===== src/rtl/mopshub_init_sequencer_if.sv =====
// rtl/mopshub_init_sequencer_if.sv - control/status bundle between the init sequencer and the MOPSHUB top level
// Purpose: groups the sequencer's system-side inputs and all of its status outputs.
// Ports (signals):
//   inputs to sequencer : n_buses[4:0], osc_auto_trim_mopshub, trim_done_in, endwait_all
//   outputs of sequencer: start_init, rst_bus, power_bus_en, power_bus_cnt[4:0], start_trim_ack,
//                         start_osc_cnt, end_trim_bus, end_power_init, sign_on_sig, end_init, trim_timeout
// Modports: master = sequencer side, slave = system side.
interface mopshub_init_sequencer_if;
    logic [4:0] n_buses;
    logic       osc_auto_trim_mopshub;
    logic       trim_done_in;
    logic       endwait_all;

    logic       start_init;
    logic       rst_bus;
    logic       power_bus_en;
    logic [4:0] power_bus_cnt;
    logic       start_trim_ack;
    logic       start_osc_cnt;
    logic       end_trim_bus;
    logic       end_power_init;
    logic       sign_on_sig;
    logic       end_init;
    logic       trim_timeout;

    modport master (
        input  n_buses, osc_auto_trim_mopshub, trim_done_in, endwait_all,
        output start_init, rst_bus, power_bus_en, power_bus_cnt, start_trim_ack,
               start_osc_cnt, end_trim_bus, end_power_init, sign_on_sig, end_init, trim_timeout
    );

    modport slave (
        output n_buses, osc_auto_trim_mopshub, trim_done_in, endwait_all,
        input  start_init, rst_bus, power_bus_en, power_bus_cnt, start_trim_ack,
               start_osc_cnt, end_trim_bus, end_power_init, sign_on_sig, end_init, trim_timeout
    );
endinterface


===== src/rtl/mopshub_init_sequencer.sv =====
// rtl/mopshub_init_sequencer.sv - power-up sequencer: bus reset, per-bus power/trim, sign-on
// Purpose: after reset pulses rst_bus, powers buses 0..min(n_buses,15) one at a time with an
//   optional oscillator-trim handshake per bus, then holds sign-on until endwait_all.
// Ports:
//   clk    - system clock
//   rst    - asynchronous active-high reset
//   bus_if - mopshub_init_sequencer_if.master (control inputs, registered status outputs)
// Optional: define MOPSHUB_TRIM_TIMEOUT_EN to abandon a trim after TRIM_TIMEOUT cycles and set
//   the sticky trim_timeout flag; otherwise TRIM_WAIT waits indefinitely and trim_timeout is 0.
module mopshub_init_sequencer #(
    parameter int RST_BUS_CYCLES = 8,
    parameter int POWER_WAIT     = 16,
    parameter int TRIM_TIMEOUT   = 64
) (
    input  logic                           clk,
    input  logic                           rst,
    mopshub_init_sequencer_if.master       bus_if
);
    localparam int MAX_AB  = (RST_BUS_CYCLES > POWER_WAIT) ? RST_BUS_CYCLES : POWER_WAIT;
    localparam int CNT_MAX = (MAX_AB > TRIM_TIMEOUT) ? MAX_AB : TRIM_TIMEOUT;
    localparam int CW      = $clog2(CNT_MAX) + 1;

    typedef enum logic [3:0] {
        S_IDLE, S_START, S_RSTBUS, S_POWER, S_TRIM_REQ, S_TRIM_WAIT, S_NEXT, S_SIGNON, S_DONE
    } state_t;

    state_t        state_q, state_d;
    logic [CW-1:0] cnt_q, cnt_d;
    logic [4:0]    bus_q, bus_d;
    logic [4:0]    last_q, last_d;
    logic          start_init_q, start_init_d;
    logic          rst_bus_q, rst_bus_d;
    logic          power_en_q, power_en_d;
    logic          ack_q, ack_d;
    logic          osc_q, osc_d;
    logic          end_trim_q, end_trim_d;
    logic          end_power_q, end_power_d;
    logic          sign_on_q, sign_on_d;
    logic          end_init_q, end_init_d;
    logic          timeout_q, timeout_d;

    always_ff @(posedge clk or posedge rst) begin
        if (rst) begin
            state_q      <= S_IDLE;
            cnt_q        <= '0;
            bus_q        <= '0;
            last_q       <= '0;
            start_init_q <= 1'b0;
            rst_bus_q    <= 1'b0;
            power_en_q   <= 1'b0;
            ack_q        <= 1'b0;
            osc_q        <= 1'b0;
            end_trim_q   <= 1'b0;
            end_power_q  <= 1'b0;
            sign_on_q    <= 1'b0;
            end_init_q   <= 1'b0;
            timeout_q    <= 1'b0;
        end else begin
            state_q      <= state_d;
            cnt_q        <= cnt_d;
            bus_q        <= bus_d;
            last_q       <= last_d;
            start_init_q <= start_init_d;
            rst_bus_q    <= rst_bus_d;
            power_en_q   <= power_en_d;
            ack_q        <= ack_d;
            osc_q        <= osc_d;
            end_trim_q   <= end_trim_d;
            end_power_q  <= end_power_d;
            sign_on_q    <= sign_on_d;
            end_init_q   <= end_init_d;
            timeout_q    <= timeout_d;
        end
    end

    // Output registers are loaded with the value belonging to the state being entered,
    // so every output is a flop aligned with its state.
    always_comb begin
        state_d      = state_q;
        cnt_d        = cnt_q;
        bus_d        = bus_q;
        last_d       = last_q;
        timeout_d    = timeout_q;
        start_init_d = 1'b0;
        rst_bus_d    = 1'b0;
        power_en_d   = 1'b0;
        ack_d        = 1'b0;
        osc_d        = 1'b0;
        end_trim_d   = 1'b0;
        end_power_d  = 1'b0;
        sign_on_d    = 1'b0;
        end_init_d   = 1'b0;

        case (state_q)
            S_IDLE: begin
                state_d      = S_START;
                start_init_d = 1'b1;
            end
            S_START: begin
                last_d    = (bus_if.n_buses > 5'd15) ? 5'd15 : bus_if.n_buses;
                state_d   = S_RSTBUS;
                cnt_d     = '0;
                rst_bus_d = 1'b1;
            end
            S_RSTBUS: begin
                if (cnt_q == CW'(RST_BUS_CYCLES - 1)) begin
                    state_d    = S_POWER;
                    cnt_d      = '0;
                    bus_d      = '0;
                    power_en_d = 1'b1;
                end else begin
                    cnt_d     = cnt_q + CW'(1);
                    rst_bus_d = 1'b1;
                end
            end
            S_POWER: begin
                if (cnt_q == CW'(POWER_WAIT - 1)) begin
                    cnt_d = '0;
                    if (bus_if.osc_auto_trim_mopshub) begin
                        state_d    = S_TRIM_REQ;
                        ack_d      = 1'b1;
                        power_en_d = 1'b1;
                    end else begin
                        state_d     = S_NEXT;
                        end_power_d = (bus_q == last_q);
                    end
                end else begin
                    cnt_d      = cnt_q + CW'(1);
                    power_en_d = 1'b1;
                end
            end
            S_TRIM_REQ: begin
                state_d    = S_TRIM_WAIT;
                cnt_d      = '0;
                osc_d      = 1'b1;
                power_en_d = 1'b1;
            end
            S_TRIM_WAIT: begin
                // trim_done_in wins over a timeout expiring in the same cycle
                if (bus_if.trim_done_in) begin
                    state_d     = S_NEXT;
                    end_trim_d  = 1'b1;
                    end_power_d = (bus_q == last_q);
`ifdef MOPSHUB_TRIM_TIMEOUT_EN
                end else if (cnt_q == CW'(TRIM_TIMEOUT - 1)) begin
                    state_d     = S_NEXT;
                    end_trim_d  = 1'b1;
                    timeout_d   = 1'b1;
                    end_power_d = (bus_q == last_q);
`endif
                end else begin
                    cnt_d      = cnt_q + CW'(1);
                    osc_d      = 1'b1;
                    power_en_d = 1'b1;
                end
            end
            S_NEXT: begin
                if (bus_q == last_q) begin
                    state_d   = S_SIGNON;
                    sign_on_d = 1'b1;
                end else begin
                    state_d    = S_POWER;
                    bus_d      = bus_q + 5'd1;
                    cnt_d      = '0;
                    power_en_d = 1'b1;
                end
            end
            S_SIGNON: begin
                if (bus_if.endwait_all) begin
                    state_d    = S_DONE;
                    end_init_d = 1'b1;
                end else begin
                    sign_on_d = 1'b1;
                end
            end
            S_DONE: begin
                state_d = S_DONE;
            end
            default: begin
                state_d = S_IDLE;
            end
        endcase
    end

    assign bus_if.start_init     = start_init_q;
    assign bus_if.rst_bus        = rst_bus_q;
    assign bus_if.power_bus_en   = power_en_q;
    assign bus_if.power_bus_cnt  = bus_q;
    assign bus_if.start_trim_ack = ack_q;
    assign bus_if.start_osc_cnt  = osc_q;
    assign bus_if.end_trim_bus   = end_trim_q;
    assign bus_if.end_power_init = end_power_q;
    assign bus_if.sign_on_sig    = sign_on_q;
    assign bus_if.end_init       = end_init_q;
    assign bus_if.trim_timeout   = timeout_q;
endmodule


===== src/flat_wrapper.sv =====
// flat-port wrapper written by rule: the top's interface ports become plain ports
module mopshub_init_sequencer_flat 
#(
    parameter int RST_BUS_CYCLES = 8,
    parameter int POWER_WAIT     = 16,
    parameter int TRIM_TIMEOUT   = 64
)
  (clk, rst, bus_if_n_buses, bus_if_osc_auto_trim_mopshub, bus_if_trim_done_in, bus_if_endwait_all, bus_if_start_init, bus_if_rst_bus, bus_if_power_bus_en, bus_if_power_bus_cnt, bus_if_start_trim_ack, bus_if_start_osc_cnt, bus_if_end_trim_bus, bus_if_end_power_init, bus_if_sign_on_sig, bus_if_end_init, bus_if_trim_timeout);
  mopshub_init_sequencer_if bus_if_i ();
  input  logic clk;
  input  logic rst;
  input wire logic [$bits(bus_if_i.n_buses)-1:0] bus_if_n_buses;
  input wire logic [$bits(bus_if_i.osc_auto_trim_mopshub)-1:0] bus_if_osc_auto_trim_mopshub;
  input wire logic [$bits(bus_if_i.trim_done_in)-1:0] bus_if_trim_done_in;
  input wire logic [$bits(bus_if_i.endwait_all)-1:0] bus_if_endwait_all;
  output wire logic [$bits(bus_if_i.start_init)-1:0] bus_if_start_init;
  output wire logic [$bits(bus_if_i.rst_bus)-1:0] bus_if_rst_bus;
  output wire logic [$bits(bus_if_i.power_bus_en)-1:0] bus_if_power_bus_en;
  output wire logic [$bits(bus_if_i.power_bus_cnt)-1:0] bus_if_power_bus_cnt;
  output wire logic [$bits(bus_if_i.start_trim_ack)-1:0] bus_if_start_trim_ack;
  output wire logic [$bits(bus_if_i.start_osc_cnt)-1:0] bus_if_start_osc_cnt;
  output wire logic [$bits(bus_if_i.end_trim_bus)-1:0] bus_if_end_trim_bus;
  output wire logic [$bits(bus_if_i.end_power_init)-1:0] bus_if_end_power_init;
  output wire logic [$bits(bus_if_i.sign_on_sig)-1:0] bus_if_sign_on_sig;
  output wire logic [$bits(bus_if_i.end_init)-1:0] bus_if_end_init;
  output wire logic [$bits(bus_if_i.trim_timeout)-1:0] bus_if_trim_timeout;
  assign bus_if_i.n_buses = bus_if_n_buses;
  assign bus_if_i.osc_auto_trim_mopshub = bus_if_osc_auto_trim_mopshub;
  assign bus_if_i.trim_done_in = bus_if_trim_done_in;
  assign bus_if_i.endwait_all = bus_if_endwait_all;
  assign bus_if_start_init = bus_if_i.start_init;
  assign bus_if_rst_bus = bus_if_i.rst_bus;
  assign bus_if_power_bus_en = bus_if_i.power_bus_en;
  assign bus_if_power_bus_cnt = bus_if_i.power_bus_cnt;
  assign bus_if_start_trim_ack = bus_if_i.start_trim_ack;
  assign bus_if_start_osc_cnt = bus_if_i.start_osc_cnt;
  assign bus_if_end_trim_bus = bus_if_i.end_trim_bus;
  assign bus_if_end_power_init = bus_if_i.end_power_init;
  assign bus_if_sign_on_sig = bus_if_i.sign_on_sig;
  assign bus_if_end_init = bus_if_i.end_init;
  assign bus_if_trim_timeout = bus_if_i.trim_timeout;
  mopshub_init_sequencer #(.RST_BUS_CYCLES(RST_BUS_CYCLES), .POWER_WAIT(POWER_WAIT), .TRIM_TIMEOUT(TRIM_TIMEOUT)) u_core (.clk(clk), .rst(rst), .bus_if(bus_if_i));
endmodule

===== config.mk =====
export PLATFORM = sky130hd
export DESIGN_NAME = mopshub_init_sequencer_flat
export DESIGN_NICKNAME = d
export VERILOG_FILES = /design/src/rtl/mopshub_init_sequencer_if.sv /design/src/rtl/mopshub_init_sequencer.sv /design/src/flat_wrapper.sv
export SDC_FILE = /design/constraint.sdc
export NUM_CORES = 1
export LEC_CHECK = 0
export CORE_MARGIN = 4
export CORE_UTILIZATION = 45
export CTS_BUF_LIST = sky130_fd_sc_hd__clkbuf_4
export DETAILED_ROUTE_END_ITERATION = 8
export GPL_ROUTABILITY_DRIVEN = 0
export PLACE_DENSITY = 0.81
export SLEW_MARGIN = 40
export SYNTH_ARGS = -nofsm -noshare
export SYNTH_HDL_FRONTEND = slang
export SYNTH_SLANG_ARGS = --single-unit
export TNS_END_PERCENT = 50

===== constraint.sdc =====
create_clock -name clk -period 1.9 [get_ports clk]
set_input_delay 0.475 -clock clk [delete_from_list [all_inputs] [get_ports clk]]
set_output_delay 0.475 -clock clk [all_outputs]
set_load 0.05 [all_outputs]

# After elaboration in Yosys (flattened, before gate mapping)
# Index checks and enable logic that the tools add are counted.
# W data, S select, Z words.
# op_classes
n_addsub	2
order_cmp	1
n_eq_ne	17
mux	39
n_reduce_logical	7
# op_table
operator	n
$pmux W4 S9	1
$pmux W7 S5	1
$mux W7	4
$mux W1	18
$eq A4 B3 Y1 const B	4
$mux W4	4
$mux W5	3
$pmux W5 S2	1
$eq A4 B2 Y1 const B	2
$ne A2 B2 Y1 const B	4
$pmux W1 S2	4
$add A7 B1 Y7 const B	1
$eq A7 B3 Y1 const B	1
$eq A7 B4 Y1 const B	1
$reduce_and A3 Y1	2
$add A5 B1 Y5 const B	1
$eq A5 B5 Y1	1
$gt A5 B4 Y1 const B	1
$pmux W1 S5	1
$reduce_bool A5 Y1	1
$eq A4 B1 Y1 const B	1
$eq A4 B4 Y1 const B	1
$logic_not A4 Y1	1
$ne A2 B1 Y1 const B	2
5 further kinds	5
# totals
register_bits	30
output_inout_bits	15
elab_cells	79

# Logic depth before layout (Yosys ltp)
# Gate-level depths: netlist of the first run.
# logic_depth
word_depth	4
mapped_depth	7

# Worst setup path before layout of the first run
# No wires, ideal clock.
# synth_timing
kind	register to register
start	register u_core.cnt_q[0]
end	register u_core.state_q[0]
setup_ps	125
arrival_ps	1741
path_slack_ps	34
stages_incl_launch_ff	6
n_path_buf	0
period_less_slack_ps	1866
cell_sequence	dfrtp_1 ha_1 and4bb_4 nor3b_1 o41ai_1 mux2_2
# synth_via
elab_chain_len	3
word_cells_on_any_way	5
cone_classes	eq/ne (4); reduce/logical (1)
# synth_lines
item	line_no	text
start, declared	mopshub_init_sequencer.sv:28	logic [CW-1:0] cnt_q, cnt_d;
start signal, assigned	mopshub_init_sequencer.sv:60	cnt_q <= cnt_d;
$eq A7 B4 Y1 / $eq A7 B3 Y1 (equally long branches)	mopshub_init_sequencer.sv:117, mopshub_init_sequencer.sv:106	
$ne A2 B1 Y1 (no line)	n/a	
$reduce_and A4 Y1 (no line) *	n/a	
end signal, assigned	mopshub_init_sequencer.sv:59	state_q <= state_d;
end, declared	mopshub_init_sequencer.sv:27	state_t state_q, state_d;
# Every way passes the cells marked *; elsewhere a longest branch is shown, timed or not.
# A chain may end at the register's enable or synchronous reset.

# Worst setup path after layout of the first run
# layout_timing
start	register u_core.cnt_q[0]
end	register u_core.cnt_q[4]
# layout_via
elab_chain_len	3
word_cells_on_any_way	7
cone_classes	add/sub (1); eq/ne (2); mux (4)
# layout_lines
item	line_no	text
$add A7 B1 Y7, or another cell as far along	mopshub_init_sequencer.sv:112, mopshub_init_sequencer.sv:128, mopshub_init_sequencer.sv:152	
$mux W7 (on tied branches)	mopshub_init_sequencer.sv:140, mopshub_init_sequencer.sv:106, mopshub_init_sequencer.sv:117	
$pmux W7 S5 *	mopshub_init_sequencer.sv:94	case (state_q)
# Every way passes the cells marked *; elsewhere a longest branch is shown, timed or not. The select of a mux whose other input is x is not followed.

==> impl_metrics.env, run 1 <==
export IMPL_synth_top_area_cell="dfrtp_1"
export IMPL_fin_nets=234
export IMPL_grt_max_degree=31
export IMPL_drtIter0Drc=141
export IMPL_clock_sinks=30
export IMPL_finalSetupViolations=0
export IMPL_stdcell_area_mm2=0.00209
export IMPL_fp_row_count=21
export IMPL_pwr_density_cell_mw_per_mm2=1530
export IMPL_muxShareOfSynthArea=0.0252
export IMPL_drive_above_1_share=0.258
export IMPL_wl_met1_um=1660
export IMPL_vdd_drop_max_v=0.000606
export IMPL_synth_top_family_by_area="simple AND/OR/NAND/NOR gates"
export IMPL_status="complete, no violations"
export IMPL_dpl_cell_area_mm2=0.00202
export IMPL_dp_cells=259
export IMPL_synthFlopType="dfrtp_1"
export IMPL_rsz0062_at_grt="yes"
export IMPL_synth_xor_area_frac=0.0320
export IMPL_antenna_found_initial=0
export IMPL_ys_ff_latch=30
export IMPL_synth_simple_area_share=0.246
export IMPL_async_flop_share=1.00
export IMPL_cp_end_kind="register"
export IMPL_clk_path_buf_depth=2
export IMPL_core_area_mm2=0.00344
export IMPL_slowest_stage="or4b_4"
export IMPL_synthCells=179
export IMPL_die_h_um=68.4
export IMPL_synth_cell_types=49
export IMPL_p_seq_frac=0.311
export IMPL_final_antenna_net_count=0
export IMPL_min_period_over_period=0.991
export IMPL_drv_cap=0
export IMPL_grt_usage=0.181
export IMPL_crit_arrival_ps=2090
export IMPL_worstSkewPairLatency_ps=330
export IMPL_period_minus_slack_ps=1880
export IMPL_cts_hold_buf=0
export IMPL_stdcell_count=267
export IMPL_synth_area_leaders="dfrtp_1 (46%), nor2_1 (4.6%), nand3_1 (4.0%), a21oi_1 (3.0%), nand2_1 (3.0%)"
export IMPL_wirelength_um=3760
export IMPL_critPathKind="reg -> reg"
export IMPL_syn_num_nets=191
export IMPL_grt_pass1_vias=1381
export IMPL_wl_met2_um=1850
export IMPL_final_cell_mix="buf_4 (36), dfrtp_1 (30), nor2_1 (20), nand3_1 (13), nand2_1 (13)"
export IMPL_synth_edf_count=0
export IMPL_slew_violations=0
export IMPL_crit_buf_inv=0
export IMPL_route_vias_total=1461
export IMPL_final_common_cell="buf_4"
export IMPL_routed_top_layer="met4"
export IMPL_hold_class="in -> async"
export IMPL_fin_worst_skew_ps=8.42
export IMPL_critical_path_max_stage_delay_ps=510
export IMPL_p_int_uw=1810
export IMPL_ys_warn_count=0
export IMPL_worst_r2r_endpoint="u_core.cnt_q[4]"
export IMPL_clk_pin_slew_worst_paths_ps=90
export IMPL_htreeDepth=2
export IMPL_first_pass_iters=4
export IMPL_synth_area_mm2=0.00164
export IMPL_grt_remaining_overflow=0
export IMPL_utilization=0.607
export IMPL_crit_fanout=4
export IMPL_synth_fa_ha_area_frac=0.0152
export IMPL_rrSetupSlack_ps=20
export IMPL_cts_tree="done"
export IMPL_p_leak_uw=0.000937
export IMPL_syn2layout_area_growth_pct=27.4
export IMPL_synth_top_cell_area_share=0.457
export IMPL_hold_violations=0
export IMPL_diodes=0
export IMPL_cts_made_buffers=5
export IMPL_ff2ff_path_depth=6
export IMPL_dr_wl_met3_um=187
export IMPL_cp_top_family="simple AND/OR/NAND/NOR gates"
export IMPL_avgViaCountPerCell=5.47
export IMPL_pwr_share_comb=0.586
export IMPL_cp_cell_sequence="ha_2 -> and4bb_4 -> or4b_4 -> and3_2 -> o21ai_1 -> o41ai_1"
export IMPL_dpl_hpwl_um=2730
export IMPL_power_uw=3210
export IMPL_netSwitchingFraction=0.436
export IMPL_switchingPower_uw=1400
export IMPL_clock_power_share=0.103
export IMPL_yosysSeqAreaShare=0.457
export IMPL_fp_dieW_um=68.4
export IMPL_critPathLaunchType="register"
export IMPL_reg2reg_from="u_core.cnt_q[0]"
export IMPL_ctsRootBufferMaster="clkbuf_4"
export IMPL_grt_pass1_wl_um=6180
export IMPL_dieArea_mm2=0.00468
export IMPL_tns_ps=0
export IMPL_crit_required_ps=2110
export IMPL_syn_area_per_cell_um2=9.17
export IMPL_start_util=0.477
export IMPL_ios=25
export IMPL_port_buffers=23
export IMPL_worstSetupStartpoint="u_core.cnt_q[0]"
export IMPL_synth_compound_area_share=0.168
export IMPL_fmax_mhz=531
export IMPL_post_drt_wl_per_cell_um=14.1
export IMPL_drc=0
## metal layers
metal / vias to the layer above / track usage
li1: 720 / -
met1: 698 / 0.223
met2: 37 / 0.292
met3: 6 / 0.0575
met4: 0 / 0.0695
met5: - / 0
## final cells by class
type | count | area (µm²)
Timing Repair Buffer | 46 | 380
Tap cell | 46 | 57.6
Sequential cell | 30 | 751
Clock inverter | 1 | 3.75
Fill cell | 285 | 1350
Multi-Input combinational cell | 128 | 820
Inverter | 11 | 41.3
Clock buffer | 5 | 37.5
## flip-flops by register name (all words and copies together) (netlist names)
name / cells
u_core.bus_if.start_trim_ack: 1
u_core.bus_if.start_osc_cnt: 1
u_core.bus_if.sign_on_sig: 1
u_core.cnt_q: 7
u_core.bus_if.start_init: 1
u_core.last_q: 5
u_core.bus_if.end_power_init: 1
u_core.bus_if.end_init: 1
u_core.bus_if.power_bus_cnt: 5
u_core.bus_if.end_trim_bus: 1
u_core.state_q: 4
u_core.bus_if.power_bus_en: 1
u_core.bus_if.rst_bus: 1
## worst min-delay path, stage by stage
cell and delay (ps):
clkdlybuf4s50_1 400, inv_1 50, buf_4 340
## synth_stat cells (all sizes together), types with 3 or more instances
cell and number:
a21oi 11, and3 3, buf 7, clkbuf 3
dfrtp 30, inv 11, mux2i 3, nand2 13
nand2b 4, nand3 13, nor2 20, nor2b 3
nor4 3, o211ai 3, o21ai 8, o22ai 3
o31ai 3, or2 3, xnor2 5
## power by group through the flow
stage,logic [µW],clock network (µW),registers [µW]
after floorplan,1040,0,1150
after global placement,1760,0,998
after detailed placement,1810,0,1000
after CTS,1820,339,993
after global routing,2060,367,1020
final,1880,331,997
## worst max-delay path by stage
stage | endpoint | slack, ps | depth (start not counted)
floorplan | u_core.state_q[0] | 30 | 5
finish | u_core.cnt_q[4] | 20 | 6
global placement | u_core.cnt_q[3] | -80 | 6
CTS | u_core.cnt_q[5] | -8 | 6
detailed placement | u_core.cnt_q[3] | -110 | 6
global route | u_core.cnt_q[4] | -30 | 6
## repair_timing
| action | in CTS | in global routing |
|---|---|---|
| pin swaps | 0 | 1 |
| endpoints found under the setup margin | 1 | 6 |
| buffers inserted | 0 | 2 |
| gates resized for setup | 0 | 4 |
## stage by stage
| step | hold WS [ps] | setup slack, ps |
|---|---|---|
| 3_5_place_dp | 513 | -114 |
| 2_1_floorplan | 475 | 34.0 |
| 6_report | 513 | 17.5 |
| 5_1_grt | 538 | -28.6 |
| 4_1_cts | 516 | -7.60 |
| 3_3_place_gp | 505 | -76.8 |
## cell families after synthesis
group / after synthesis
multiplexers: 4
flip-flops: 30
buffers and inverters: 21
adder cells (fa/ha/maj): 2
AND/OR/NAND/NOR: 74
XOR/XNOR: 6
other: 1
AO/OA/AOI/OAI: 41
No activity file was read; power rests on OpenSTA's default activity.
==> run 2: changes to the inputs <==
--- a/config.mk
+++ b/config.mk
@@ -9,8 +9,9 @@
 export CORE_UTILIZATION = 45
 export CTS_BUF_LIST = sky130_fd_sc_hd__clkbuf_4
 export DETAILED_ROUTE_END_ITERATION = 8
+export DONT_BUFFER_PORTS = 1
 export GPL_ROUTABILITY_DRIVEN = 0
-export PLACE_DENSITY = 0.81
+export PLACE_DENSITY = 0.72
 export SLEW_MARGIN = 40
 export SYNTH_ARGS = -nofsm -noshare
 export SYNTH_HDL_FRONTEND = slang
==> impl_metrics.env, run 2 (synthesis gave the netlist of run 1 again) <==
export IMPL_status="complete, no violations"
export IMPL_drive_above_1_share=0.217
export IMPL_syn2layout_area_growth_pct=14.9
export IMPL_cts_tree="done"
export IMPL_pwr_share_comb=0.527
export IMPL_worstSetupStartpoint="u_core.cnt_q[1]"
export IMPL_ff2ff_path_depth=5
export IMPL_nFillCells=302
export IMPL_finalSetupViolations=0
export IMPL_p_seq_frac=0.368
export IMPL_final_common_cell="dfrtp_1"
export IMPL_fp_row_count=21
export IMPL_grt_usage=0.181
export IMPL_reg2reg_from="u_core.cnt_q[1]"
export IMPL_hold_violations=0
export IMPL_largest_reg_flops=7
export IMPL_stdcell_area_mm2=0.00189
export IMPL_final_cell_mix="dfrtp_1 (30), buf_4 (23), nor2_1 (20), nand3_1 (13), nand2_1 (13)"
export IMPL_rrSetupSlack_ps=40
export IMPL_fin_worst_skew_ps=6.12
export IMPL_clock_sinks=30
export IMPL_antenna_found_initial=0
export IMPL_avgViaCountPerCell=5.67
export IMPL_final_antenna_net_count=0
export IMPL_hold_class="in -> async"
export IMPL_clk_path_buf_depth=2
export IMPL_cp_end_kind="register"
export IMPL_ios=25
export IMPL_drtIter0Drc=124
export IMPL_post_drt_wl_per_cell_um=15.0
export IMPL_cts_made_buffers=5
export IMPL_period_minus_slack_ps=1860
export IMPL_grt_remaining_overflow=0
export IMPL_diodes=0
export IMPL_rsz0062_at_grt="yes"
export IMPL_clk_pin_slew_worst_paths_ps=90
export IMPL_drc=0
export IMPL_switchingPower_uw=1400
export IMPL_crit_arrival_ps=2070
export IMPL_vdd_drop_max_v=0.000593
export IMPL_dpl_hpwl_um=2750
export IMPL_pwr_density_cell_mw_per_mm2=1640
export IMPL_slew_violations=0
export IMPL_htreeDepth=2
export IMPL_grt_pass1_vias=1437
export IMPL_critPathKind="reg -> reg"
export IMPL_drv_cap=0
export IMPL_multi_input_area_um2=823
export IMPL_worst_r2r_endpoint="u_core.cnt_q[3]"
export IMPL_critPathLaunchType="register"
export IMPL_dieArea_mm2=0.00468
export IMPL_fmax_mhz=539
export IMPL_fp_dieW_um=68.4
export IMPL_ctsRootBufferMaster="clkbuf_4"
export IMPL_die_h_um=68.4
export IMPL_crit_fanout=5
export IMPL_core_area_mm2=0.00344
export IMPL_netSwitchingFraction=0.454
export IMPL_p_int_uw=1690
export IMPL_hold_ws_ps=103
export IMPL_seq_area_um2=751
export IMPL_clock_power_share=0.106
export IMPL_crit_required_ps=2120
export IMPL_fin_nets=211
export IMPL_cts_hold_buf=0
export IMPL_wirelength_um=3650
export IMPL_route_vias_total=1383
export IMPL_min_period_over_period=0.977
export IMPL_port_buffers=0
export IMPL_worstSkewPairLatency_ps=320
export IMPL_start_util=0.477
export IMPL_p_leak_uw=0.000821
export IMPL_dpl_cell_area_mm2=0.00180
export IMPL_grt_pass1_wl_um=6270
export IMPL_grt_max_degree=31
export IMPL_top_register="u_core.cnt_q"
export IMPL_first_pass_iters=4
-- run 2: critical path: stages (launching register included) --
cell and delay (ps):
dfrtp_1 360, ha_2 180, and4bb_4 260, or4b_4 510
a31o_1 240, a22o_1 200
-- run 2: worst max-delay path by stage --
stage / endpoint / slack, ps
5_1_grt: u_core.cnt_q[3] / -20
4_1_cts: u_core.cnt_q[4] / 10
3_3_place_gp: u_core.cnt_q[5] / 100
6_report: u_core.cnt_q[3] / 40
2_1_floorplan: u_core.state_q[0] / 30
3_5_place_dp: u_core.cnt_q[5] / -20
-- run 2: layer usage --
metal	vias up	global-route usage	routed length, µm
met5	-	0	0
met4	0	0.109	75
met3	8	0.0509	259
met2	45	0.306	1780
met1	666	0.200	1530
li1	664	-	-
-- run 2: through the flow --
step / worst slack [ps] / instances / util / TNS [ps] / power (µW)
after floorplan: 34.0 / 179 / - / 0 / 2200
after global placement: 100 / 235 / 0.523 / 0 / 2600
after detailed placement: -15.5 / 235 / 0.523 / -23.3 / 2670
after CTS: 10.2 / 243 / 0.542 / 0 / 3040
after global routing: -24.7 / 244 / 0.548 / -49.3 / 3330
final: 43.8 / 244 / 0.548 / 0 / 3090
-- run 2: layout make-up --
class                           count  area share
Clock buffer                        5      0.0199
Sequential cell                    30       0.398
Multi-Input combinational cell    128       0.436
Tap cell                           46      0.0305
Clock inverter                      1     0.00199
Timing Repair Buffer               23      0.0915
Inverter                           11      0.0219
-- run 2: what timing repair did --
action | 4_1_cts | 5_1_grt
endpoints found under the setup margin | 2 | 4
pin swaps | 0 | 4
gates resized for setup | 1 | 4
buffers inserted | 2 | 1
-- run 2: power groups by stage --
stage               Clock, µW  Sequential, µW  Combinational [µW]
global route              368            1170                1800
floorplan                   0            1150                1040
detailed placement          0            1140                1530
global placement            0            1140                1460
CTS                       341            1130                1560
finish                    327            1140                1630
